$ cat config.mk
export PLATFORM = sky130hd
export DESIGN_NAME = lcd_memdisp_sink
export DESIGN_NICKNAME = d
export VERILOG_FILES = /design/src/rtl/lcd_memdisp_sink.sv
export SDC_FILE = /design/constraint.sdc
export NUM_CORES = 1
export LEC_CHECK = 0
export CORE_MARGIN = 2
export CORE_UTILIZATION = 50
export CTS_CLUSTER_DIAMETER = 120
export DETAILED_ROUTE_END_ITERATION = 8
export PLACE_DENSITY = 0.83
export SYNTH_ARGS = -nofsm -noshare
export SYNTH_HDL_FRONTEND = slang
export SYNTH_SLANG_ARGS = --single-unit
$ cat constraint.sdc
create_clock -name clk12 -period 2.65 [get_ports clk12]
set_clock_uncertainty 0.1 [all_clocks]
set_input_delay 0.53 -clock clk12 [delete_from_list [all_inputs] [get_ports clk12]]
set_output_delay 0.53 -clock clk12 [all_outputs]
set_load 0.01 [all_outputs]
$ cat src/rtl/lcd_memdisp_sink.sv
// Passive decoder for the memory-LCD serial link (lcd_sclk/lcd_si/lcd_scs).
// Oversamples the link on clk12 and emits mode, line address and WORD-bit pixel words with markers.
module lcd_memdisp_sink #(
    parameter int LINE_BITS  = 336,
    parameter int ADDR_BITS  = 10,
    parameter int MODE_BITS  = 6,
    parameter int TRAIL_BITS = 16,
    parameter int WORD       = 16
) (
    input  logic                 clk12,
    input  logic                 reset,
    input  logic                 lcd_sclk,
    input  logic                 lcd_si,
    input  logic                 lcd_scs,
    output logic                 mode_valid,
    output logic [MODE_BITS-1:0] mode,
    output logic                 clear_all,
    output logic                 line_start,
    output logic [ADDR_BITS-1:0] line_addr,
    output logic                 pix_valid,
    output logic [WORD-1:0]      pix_data,
    output logic                 line_done,
    output logic                 frame_done,
    output logic                 err_abort
);

    localparam int MAX_AM    = (MODE_BITS > ADDR_BITS) ? MODE_BITS : ADDR_BITS;
    localparam int MAX_DT    = (LINE_BITS > TRAIL_BITS) ? LINE_BITS : TRAIL_BITS;
    localparam int MAX_FIELD = (MAX_AM > MAX_DT) ? MAX_AM : MAX_DT;
    localparam int CNT_W     = $clog2(MAX_FIELD + 1);
    localparam int WCNT_W    = $clog2(WORD + 1);
    localparam int SH_W      = (MAX_AM > WORD) ? MAX_AM : WORD;

    typedef enum logic [2:0] {
        ST_IDLE,
        ST_MODE,
        ST_ADDR,
        ST_DATA,
        ST_TRAIL,
        ST_CLR
    } state_t;

    state_t            state;
    logic              armed;
    logic [CNT_W-1:0]  cnt;
    logic [WCNT_W-1:0] wcnt;
    logic [SH_W-2:0]   sh;
    logic [SH_W-1:0]   sh_next;

    logic sclk_s1, sclk_s2, sclk_s3;
    logic si_s1, si_s2;
    logic scs_s1, scs_s2, scs_s3;
    logic sclk_rise, scs_rise, scs_fall, bit_take;

    // scs synchronisers reset high so a link that is mid-frame at reset never arms the decoder.
    always_ff @(posedge clk12) begin
        if (reset) begin
            sclk_s1 <= 1'b0;
            sclk_s2 <= 1'b0;
            sclk_s3 <= 1'b0;
            si_s1   <= 1'b0;
            si_s2   <= 1'b0;
            scs_s1  <= 1'b1;
            scs_s2  <= 1'b1;
            scs_s3  <= 1'b1;
        end else begin
            sclk_s1 <= lcd_sclk;
            sclk_s2 <= sclk_s1;
            sclk_s3 <= sclk_s2;
            si_s1   <= lcd_si;
            si_s2   <= si_s1;
            scs_s1  <= lcd_scs;
            scs_s2  <= scs_s1;
            scs_s3  <= scs_s2;
        end
    end

    assign sclk_rise = sclk_s2 & ~sclk_s3;
    assign scs_rise  = scs_s2 & ~scs_s3;
    assign scs_fall  = ~scs_s2 & scs_s3;
    assign bit_take  = sclk_rise & scs_s2 & ~scs_rise;
    assign sh_next   = {sh, si_s2};

    always_ff @(posedge clk12) begin
        if (reset) begin
            sh <= '0;
        end else if (bit_take) begin
            sh <= sh_next[SH_W-2:0];
        end
    end

    always_ff @(posedge clk12) begin
        if (reset) begin
            state      <= ST_IDLE;
            armed      <= 1'b0;
            cnt        <= '0;
            wcnt       <= '0;
            mode_valid <= 1'b0;
            mode       <= '0;
            clear_all  <= 1'b0;
            line_start <= 1'b0;
            line_addr  <= '0;
            pix_valid  <= 1'b0;
            pix_data   <= '0;
            line_done  <= 1'b0;
            frame_done <= 1'b0;
            err_abort  <= 1'b0;
        end else begin
            mode_valid <= 1'b0;
            clear_all  <= 1'b0;
            line_start <= 1'b0;
            pix_valid  <= 1'b0;
            line_done  <= 1'b0;
            frame_done <= 1'b0;
            err_abort  <= 1'b0;
            if (!scs_s2) begin
                armed <= 1'b1;
            end
            // A chip-select drop wins over any bit arriving in the same cycle.
            if (scs_fall && state != ST_IDLE) begin
                if (state == ST_CLR || (state == ST_ADDR && cnt == '0)) begin
                    frame_done <= 1'b1;
                end else begin
                    err_abort <= 1'b1;
                end
                state <= ST_IDLE;
                cnt   <= '0;
                wcnt  <= '0;
            end else begin
                case (state)
                    ST_IDLE: begin
                        if (scs_rise && armed) begin
                            state <= ST_MODE;
                            cnt   <= '0;
                            wcnt  <= '0;
                        end
                    end
                    ST_MODE: begin
                        if (bit_take) begin
                            if (cnt == CNT_W'(MODE_BITS - 1)) begin
                                mode_valid <= 1'b1;
                                mode       <= sh_next[MODE_BITS-1:0];
                                cnt        <= '0;
                                if (sh_next[2]) begin
                                    clear_all <= 1'b1;
                                    state     <= ST_CLR;
                                end else begin
                                    state <= ST_ADDR;
                                end
                            end else begin
                                cnt <= cnt + 1'b1;
                            end
                        end
                    end
                    ST_ADDR: begin
                        if (bit_take) begin
                            if (cnt == CNT_W'(ADDR_BITS - 1)) begin
                                line_start <= 1'b1;
                                line_addr  <= sh_next[ADDR_BITS-1:0];
                                cnt        <= '0;
                                wcnt       <= '0;
                                state      <= ST_DATA;
                            end else begin
                                cnt <= cnt + 1'b1;
                            end
                        end
                    end
                    ST_DATA: begin
                        if (bit_take) begin
                            if (wcnt == WCNT_W'(WORD - 1)) begin
                                pix_valid <= 1'b1;
                                pix_data  <= sh_next[WORD-1:0];
                                wcnt      <= '0;
                            end else begin
                                wcnt <= wcnt + 1'b1;
                            end
                            if (cnt == CNT_W'(LINE_BITS - 1)) begin
                                state <= ST_TRAIL;
                                cnt   <= '0;
                                wcnt  <= '0;
                            end else begin
                                cnt <= cnt + 1'b1;
                            end
                        end
                    end
                    ST_TRAIL: begin
                        if (bit_take) begin
                            if (cnt == CNT_W'(TRAIL_BITS - 1)) begin
                                line_done <= 1'b1;
                                cnt       <= '0;
                                state     <= ST_ADDR;
                            end else begin
                                cnt <= cnt + 1'b1;
                            end
                        end
                    end
                    ST_CLR: begin
                    end
                    default: begin
                        state <= ST_IDLE;
                        cnt   <= '0;
                        wcnt  <= '0;
                    end
                endcase
            end
        end
    end

endmodule

After elaboration in Yosys (flattened, before gate mapping)
Cells that the tools add are included.
- bitwise gates (word level): 18
- reduce and logical (&&, ||, !) cells: 21
- muxes and demuxes: 35
- eq/ne operators: 19
- add/sub/neg operators: 2
- operators with widths (operator ; count):
    two-way mux 9 bit ; 9
    case mux 9 bit (6 select lines) ; 1
    two-way mux 3 bit ; 10
    two-way mux 5 bit ; 6
    case mux 5 bit (4 select lines) ; 1
    == test 9 x 4 -> 1 bit (second input constant) ; 2
    case mux 3 bit (6 select lines) ; 1
    != test 2 bit (second input constant) ; 8
    OR reduction 4 bit ; 4
    NOT 1 bit ; 13
    AND reduction 4 bit ; 3
    AND reduction 10 bit ; 1
    adder 9 x 1 -> 9 bit (second input constant) ; 1
    == test 9 x 3 -> 1 bit (second input constant) ; 1
    == test 9 bit (second input constant) ; 1
    zero test 9 bit ; 1
    two-way mux 1 bit ; 7
    == test 3 x 2 -> 1 bit (second input constant) ; 2
    == test 3 bit (second input constant) ; 2
    AND reduction 6 bit ; 1
    adder 5 x 1 -> 5 bit (second input constant) ; 1
    bitwise AND 1 bit ; 5
    == test 5 x 4 -> 1 bit (second input constant) ; 1
    AND reduction 5 bit ; 1
    other kinds (9) ; 12
- word-level logic and storage cells: 118
- flip-flop bits (word level): 80
- output and inout port bits: 39

Longest topological paths before layout
Gate-level depths: netlist of run 1.
- depth in word-level cells: 6
- mapped depth: 8
- mapped depth without buffers: 7

Least setup slack after synthesis of run 1
No wires, ideal clock.
- path kind: reg2reg
- from: reg cnt[4]
- to: reg state[2]
- setup slack: 476 ps
- buffers on the path: 0
- stages on the path, launching flop included: 6
- data arrival time: 1952 ps
- path through: dfxtp_1 > or3_4 > or4_4 > o2bb2ai_2 > or2_4 > mux2_4
- longest elaborated chain between the ends: 3
- elaborated cells on any way between the ends: 9
- RTL lines (what ; line ; source):
    from (decl) ; 45 ; logic [CNT_W-1:0] cnt;
    from (signal assigned) ; 151 ; cnt <= cnt + 1'b1;
    from (signal assigned) ; 164 ; cnt <= cnt + 1'b1;
    from (signal assigned) ; 182 ; cnt <= cnt + 1'b1;
    == test 9 x 4 -> 1 bit, or another cell as far along ; 188 ; if (cnt == CNT_W'(TRAIL_BITS - 1)) begin
    != test 2 bit (no source line) / != test 2 x 1 -> 1 bit (equally long branches) ; -- ;
    AND reduction 10 bit (no source line) (*) ; -- ;
    to (signal assigned) ; 178 ; state <= ST_TRAIL;
    to (signal assigned) ; 191 ; state <= ST_ADDR;
    to (signal assigned) ; 200 ; state <= ST_IDLE;
    to (decl) ; 43 ; state_t state;
Mark *: on every way between the ends. The rest lies on a longest branch, timed or not.
A chain may end at the register's enable or synchronous reset.

Worst setup path in the final report of run 1
Same ends and word-level chain as after synthesis.

==> flow_summary.ini, run 1 <==
[routing]
firstDrtPassIters = 5
ant_nets = 0
drc = 0
num_vias = 2713
drt_iter0_drc = 129
drt_wl_total_mm = 6.860
viasPerCell = 5.503
wl_per_cell_um = 13.91

[floorplanning]
row_count = 29
start_util_pct = 51.65
coreArea_mm2 = 0.006350
ios = 44
die_w_um = 84.99
die_y_um = 84.99
fp.dieArea_mm2 = 0.007222

[power]
ir_worst_vdd_v = 0.0006038
p_int_w = 0.001850
swShare_pct = 20.48
pwr-share-clk_pct = 45.8
combPwrFrac_pct = 2.1
power_density_mw_per_mm2 = 589.3
switchingPower_w = 0.0004765
p_leak_nw = 1.477
finalPower_w = 0.002326
p_seq_share_pct = 52.1

[yosys]
ys_types = 54
ys_ff_latch = 80
yosys_warnings = 0
synth_nets = 382
synthesis.area_mm2 = 0.003279
syn_inst = 373
synth_enable_flop_cells = 0
synth_flop_cell = dfxtp_1
yosysSeqAreaShare_pct = 48.84
avgSynthCellArea_um2 = 8.792
async_flop_share_pct = 0

[clocking]
clk_latency_ns = 0.35
tritoncts = done
cts.reportedPaths.clkPinSlew_ns = 0.08
numCtsBuffers = 9
cts_resized = 0
cts_max_path_buffers = 2
ctsHoldBuffers = 0
post_cts_buffers = 0
cts-root-buf = clkbuf_8
clock-sinks = 80
htree_levels = 3

[global_routing]
grt_pass1_vias = 2519
grtUsageMet2_pct = 32.53
met1_usage_pct = 25.41
grt.busiest_layer = met2
overflow = 0
globalRouteMet3Util_pct = 5.739
grt_max_degree = 57
antenna_found_initial = 0
grt_pass1_wl_mm = 11.65
track_usage_pct = 20.20

[placed_design]
placement.io_buffers = 43
place.gp.congestion = 0.8764
place_area_mm2 = 0.003705
dp_hpwl_mm = 4.675
dp.cells = 477

[timing]
finalCritPeriodShare_pct = 85.19
worst-slew-pin-transition_ns = 0.6146
slew_headroom_pct = 58.91
setup_viol_count_final = 0
slew_viol_final = 0
fmax_mhz = 443.0
finalHoldViolations = 0
min_period_ns = 2.257
rsz0062_at_grt = no
finalSetupTns_ns = 0

[worst_setup_path]
rrSetupSlack_ns = 0.39
path_cells = or3_4, or4_4, o2bb2ai_2, or2_4, mux2_4
ff2ff_path_depth = 5
crit_fanout = 6
crit_slowest_cell = or4_4
r2r-end = state[2]$_SDFFE_PP0P_
path_class = reg2reg
endpoint_kind = flip-flop
cp-start-kind = flip-flop
r2r-start = cnt[4]$_SDFFE_PP0P_
cp_slowest_stage_delay_ns = 0.53
arrival_ns = 2.40
cp.required_ns = 2.79

[cells_and_area]
drive_gt1_share_pct = 10.34
finalNonFillerCells = 493
antennaDiodeCount = 0
final_cell_area_mm2 = 0.003948
layout.nets = 420
area_growth_syn_to_layout_pct = 20.37
finish.utilization_pct = 62.17

[min_path]
holdPathStages = 2
hold_class = in2reg
min_to = line_done$_SDFF_PP0_
min_from = reset

[run_status]
status = finished, final reports clean

[flow_run]
drv_cap = 0
cell type report:
type / count / area, µm²
fillers: 526 / 2402
well taps: 77 / 96.34
flip-flops and latches: 80 / 1602
clock buffers: 9 / 123.9
multi-input cells: 263 / 1506
inverters: 8 / 30.03
repair buffers: 49 / 470.5
clock inverters: 7 / 118.9
routing by layer:
metal	vias up	part of all wire (%)	wire length (µm)
li1	1347	-	-
met2	82	48	3261
met4	0	2.2	154
met5	-	0	0
met1	1267	45	3075
met3	17	5.4	368
cell usage after synthesis (2+ instances only):
library cell | number | area share (%)
a211oi_1 | 2 | 0.46
ha_1 | 4 | 1.5
nor4_1 | 4 | 0.76
mux2i_1 | 16 | 4.9
o31ai_1 | 2 | 0.46
a31o_2 | 2 | 0.53
or3_2 | 2 | 0.46
nor2_1 | 37 | 4.2
or2_2 | 4 | 0.76
nor4b_1 | 2 | 0.53
nand4_1 | 3 | 0.57
xnor2_1 | 8 | 2.1
nand3_1 | 10 | 1.5
and3b_1 | 2 | 0.53
nand2_1 | 74 | 8.5
a31oi_1 | 3 | 0.57
clkbuf_8 | 4 | 1.7
clkbuf_1 | 13 | 1.5
nor3_1 | 4 | 0.61
nor2b_1 | 7 | 1.3
nor3b_1 | 2 | 0.46
o21ai_0 | 5 | 0.76
inv_1 | 8 | 0.92
dfxtp_1 | 80 | 49
a21oi_1 | 44 | 6.7
and3_1 | 3 | 0.57
sequential cells by signal, indices dropped and copies added, names as in the netlist, 3 cells and up:
register,cells
sh,15
cnt,9
wcnt,5
mode,6
line_addr,10
pix_data,16
state,3
worst max-delay path by stage:
stage / cells past startpoint / startpoint / to / slack [ns]
floorplan: 5 / cnt[4]$_SDFFE_PP0P_ / state[2]$_SDFFE_PP0P_ / 0.48
global placement: 5 / cnt[4]$_SDFFE_PP0P_ / state[2]$_SDFFE_PP0P_ / 0.45
CTS: 5 / cnt[4]$_SDFFE_PP0P_ / state[2]$_SDFFE_PP0P_ / 0.39
global route: 7 / cnt[1]$_SDFFE_PP0P_ / wcnt[2]$_SDFFE_PP0P_ / 0.29
finish: 5 / cnt[4]$_SDFFE_PP0P_ / state[2]$_SDFFE_PP0P_ / 0.39
detailed placement: 5 / cnt[4]$_SDFFE_PP0P_ / state[2]$_SDFFE_PP0P_ / 0.40
cell usage in the layout, fill, tap and decap left out, types with 3 or more instances in the layout:
cell type        instances
mux2i_1                 16
xnor2_1                  8
clkbuf_8                 9
inv_1                    8
o21ai_0                  5
or2_2                    4
nor4_1                   4
nor2b_1                  7
bufinv_16                3
and3_1                   3
dfxtp_1                 80
nand2_1                 74
a21oi_1                 44
nor3_1                   4
buf_4                    6
a31oi_1                  3
clkdlybuf4s50_1         42
nor2_1                  37
nand4_1                  3
nand3_1                 10
ha_1                     4
logic make-up (layout without fill, tap and decap cells):
| group | count (synthesis) | count (layout) | synth area share [%] |
|---|---|---|---|
| buf+inv | 30 | 73 | 5.227 |
| mux | 17 | 17 | 5.341 |
| simple gates | 166 | 166 | 24.42 |
| compound gates | 68 | 68 | 12.51 |
| flops | 80 | 80 | 48.84 |
| fa+ha+maj | 4 | 4 | 1.526 |
| xor+xnor | 8 | 8 | 2.137 |
stage by stage:
| stage | setup slack, ns | hold WS [ns] |
|---|---|---|
| after global placement | 0.4476 | 0.3065 |
| after floorplan | 0.4764 | 0.2895 |
| after global routing | 0.2880 | 0.3159 |
| final | 0.3926 | 0.3026 |
| after CTS | 0.3920 | 0.2925 |
| after detailed placement | 0.3990 | 0.2994 |
critical path: cells and delay by family (launching register included):
kind	cells	cell delay [ns]
DFF	1	0.37
AOI/OAI and AO/OA	1	0.16
muxes	1	0.29
and+or+nand+nor	3	1.24
power groups by stage:
stage | registers [W] | clock network, W | logic [W]
final | 0.00121 | 0.00107 | 0.0000481
after global routing | 0.00121 | 0.00114 | 0.0000532
after CTS | 0.00121 | 0.00109 | 0.0000483
after detailed placement | 0.00124 | 0 | 0.0000481
after global placement | 0.00124 | 0 | 0.0000476
after floorplan | 0.00124 | 0 | 0.0000322
No activity file was read; power rests on OpenSTA's default activity.
==> run 2, diff against run 1 <==
- MAX_ROUTING_LAYER: default -> met4
==> run 2 against run 1 <==
Fmax fell by 0.50%. Combinational power barely moved. Highest routed layer unchanged. Count of clock-buffer cells in the layout did not move. Final area barely moved. Final cell count fell by 0.20%. Clock power barely moved. Wire length rose by 0.20%. Critical path type unchanged.
==> flow_summary.ini, run 2 (synthesis gave the netlist of run 1 again) <==
[routing]
drt_wl_total_mm = 6.874
drt_iter0_drc = 151
drc = 0
firstDrtPassIters = 4
wl_per_cell_um = 13.97
num_vias = 2678
viasPerCell = 5.443
ant_nets = 0

[floorplanning]
row_count = 29
coreArea_mm2 = 0.006350
die_w_um = 84.99
die_y_um = 84.99
ios = 44
start_util_pct = 51.65
fp.dieArea_mm2 = 0.007222

[worst_setup_path]
rrSetupSlack_ns = 0.38
cp.required_ns = 2.78
cp_slowest_stage_delay_ns = 0.53
crit_fanout = 6
endpoint_kind = flip-flop
r2r-end = state[2]$_SDFFE_PP0P_
cp.depth = 5
ff2ff_path_depth = 5
path_cells = or3_4, or4_4, o2bb2ai_2, or2_4, mux2_4
critPathBufInv = 0
cp-start-kind = flip-flop
r2r-start = cnt[4]$_SDFFE_PP0P_
critPathTopFamily = simple AND/OR/NAND/NOR gates
path_class = reg2reg
arrival_ns = 2.40
crit_slowest_cell = or4_4

[run_status]
status = finished, final reports clean

[placed_design]
dp_hpwl_mm = 4.788
placement.io_buffers = 43
dp.cells = 478
place.gp.congestion = 0.8921

[cells_and_area]
drive_gt1_share_pct = 10.12
layout_commonest_cell = dfxtp_1
finish.utilization_pct = 62.11
layout.nets = 421
finalNonFillerCells = 492
regMostFlops = pix_data
layout_common_cells = dfxtp_1, nand2_1, a21oi_1
area_growth_syn_to_layout_pct = 20.26
multi_input_area_mm2 = 0.001506
antennaDiodeCount = 0
largestRegisters = pix_data x16, sh x15, line_addr x10
register_area_mm2 = 0.001602
n_fill_cell = 533
largest_register_ffs = 16

[timing]
fmax_mhz = 440.8
min_period_ns = 2.269
slew_headroom_pct = 59.62
worst-slew-pin-transition_ns = 0.6040
finalHoldViolations = 0
rsz0062_at_grt = no
slew_viol_final = 0
finalCritPeriodShare_pct = 85.62
finalSetupTns_ns = 0
hold_ws_ns = 0.3148
setup_viol_count_final = 0

[min_path]
min_to = line_done$_SDFF_PP0_
hold_class = in2reg
min_from = reset
holdPathStages = 2

[clocking]
htree_levels = 3
cts.reportedPaths.clkPinSlew_ns = 0.08
tritoncts = done
clock-sinks = 80
cts-root-buf = clkbuf_8
clk_latency_ns = 0.35
ctsHoldBuffers = 0
cts_resized = 0
post_cts_buffers = 0
numCtsBuffers = 9
cts_max_path_buffers = 2

[global_routing]
antenna_found_initial = 0
grt_max_degree = 57
grt_pass1_vias = 2483
overflow = 0
track_usage_pct = 20.68
grt_pass1_wl_mm = 11.67

[power]
ir_worst_vdd_v = 0.0003969
p_leak_nw = 1.482
power_density_mw_per_mm2 = 583.1

[flow_run]
drv_cap = 0
run 2: cell count changes in the layout (fill, tap and decap cells not counted):
cell,before,now
clkinvlp_4,2,0
clkinv_4,0,2
inv_6,1,0
buf_4,6,7
clkinv_2,1,0
run 2: worst max path at each step:
stage,start,to,slack [ns]
after floorplan,cnt[4]$_SDFFE_PP0P_,state[2]$_SDFFE_PP0P_,0.48
after global placement,cnt[4]$_SDFFE_PP0P_,state[2]$_SDFFE_PP0P_,0.45
after detailed placement,cnt[4]$_SDFFE_PP0P_,state[2]$_SDFFE_PP0P_,0.41
after CTS,cnt[4]$_SDFFE_PP0P_,state[2]$_SDFFE_PP0P_,0.39
after global routing,cnt[4]$_SDFFE_PP0P_,cnt[3]$_SDFFE_PP0P_,0.31
final,cnt[4]$_SDFFE_PP0P_,state[2]$_SDFFE_PP0P_,0.38
run 2: worst reg2reg max path, cell delays in order (launching register included):
cell and delay, ns:
dfxtp_1 0.37, or3_4 0.43, or4_4 0.53, o2bb2ai_2 0.16
or2_4 0.28, mux2_4 0.29
run 2: power breakdown:
| group | switching (W) | total (W) | internal [W] |
|---|---|---|---|
| logic | 0.0000324 | 0.0000483 | 0.0000159 |
| clock network | 0.000420 | 0.00104 | 0.000618 |
| registers | 0.00000506 | 0.00121 | 0.00121 |
| total | 0.000458 | 0.00230 | 0.00184 |
run 2: stage by stage:
stage               setup slack, ns  instance area (µm²)  power (W)
detailed placement           0.4106                 3712   0.001289
floorplan                    0.4764                 3279   0.001271
global placement             0.4460                 3712   0.001288
finish                       0.3812                 3944   0.002300
global route                 0.3092                 3944   0.002376
CTS                          0.3888                 3944   0.002315
run 2: cell type report:
type	count	area share, %
inverter	8	0.7614
tap	77	2.443
timing repair buffer	50	12.12
multi-input combinational	263	38.20
clock buffer	9	3.141
sequential	80	40.61
clock inverter	5	2.728
run 2: per-layer routing:
layer | vias to the layer above | share of wire, % | global-route usage (%)
met2 | 47 | 47 | 30.97
met1 | 1269 | 47 | 27.45
met3 | 12 | 3.6 | 3.307
met4 | 0 | 2.3 | 9.668
li1 | 1350 | - | -
met5 | - | 0 | -
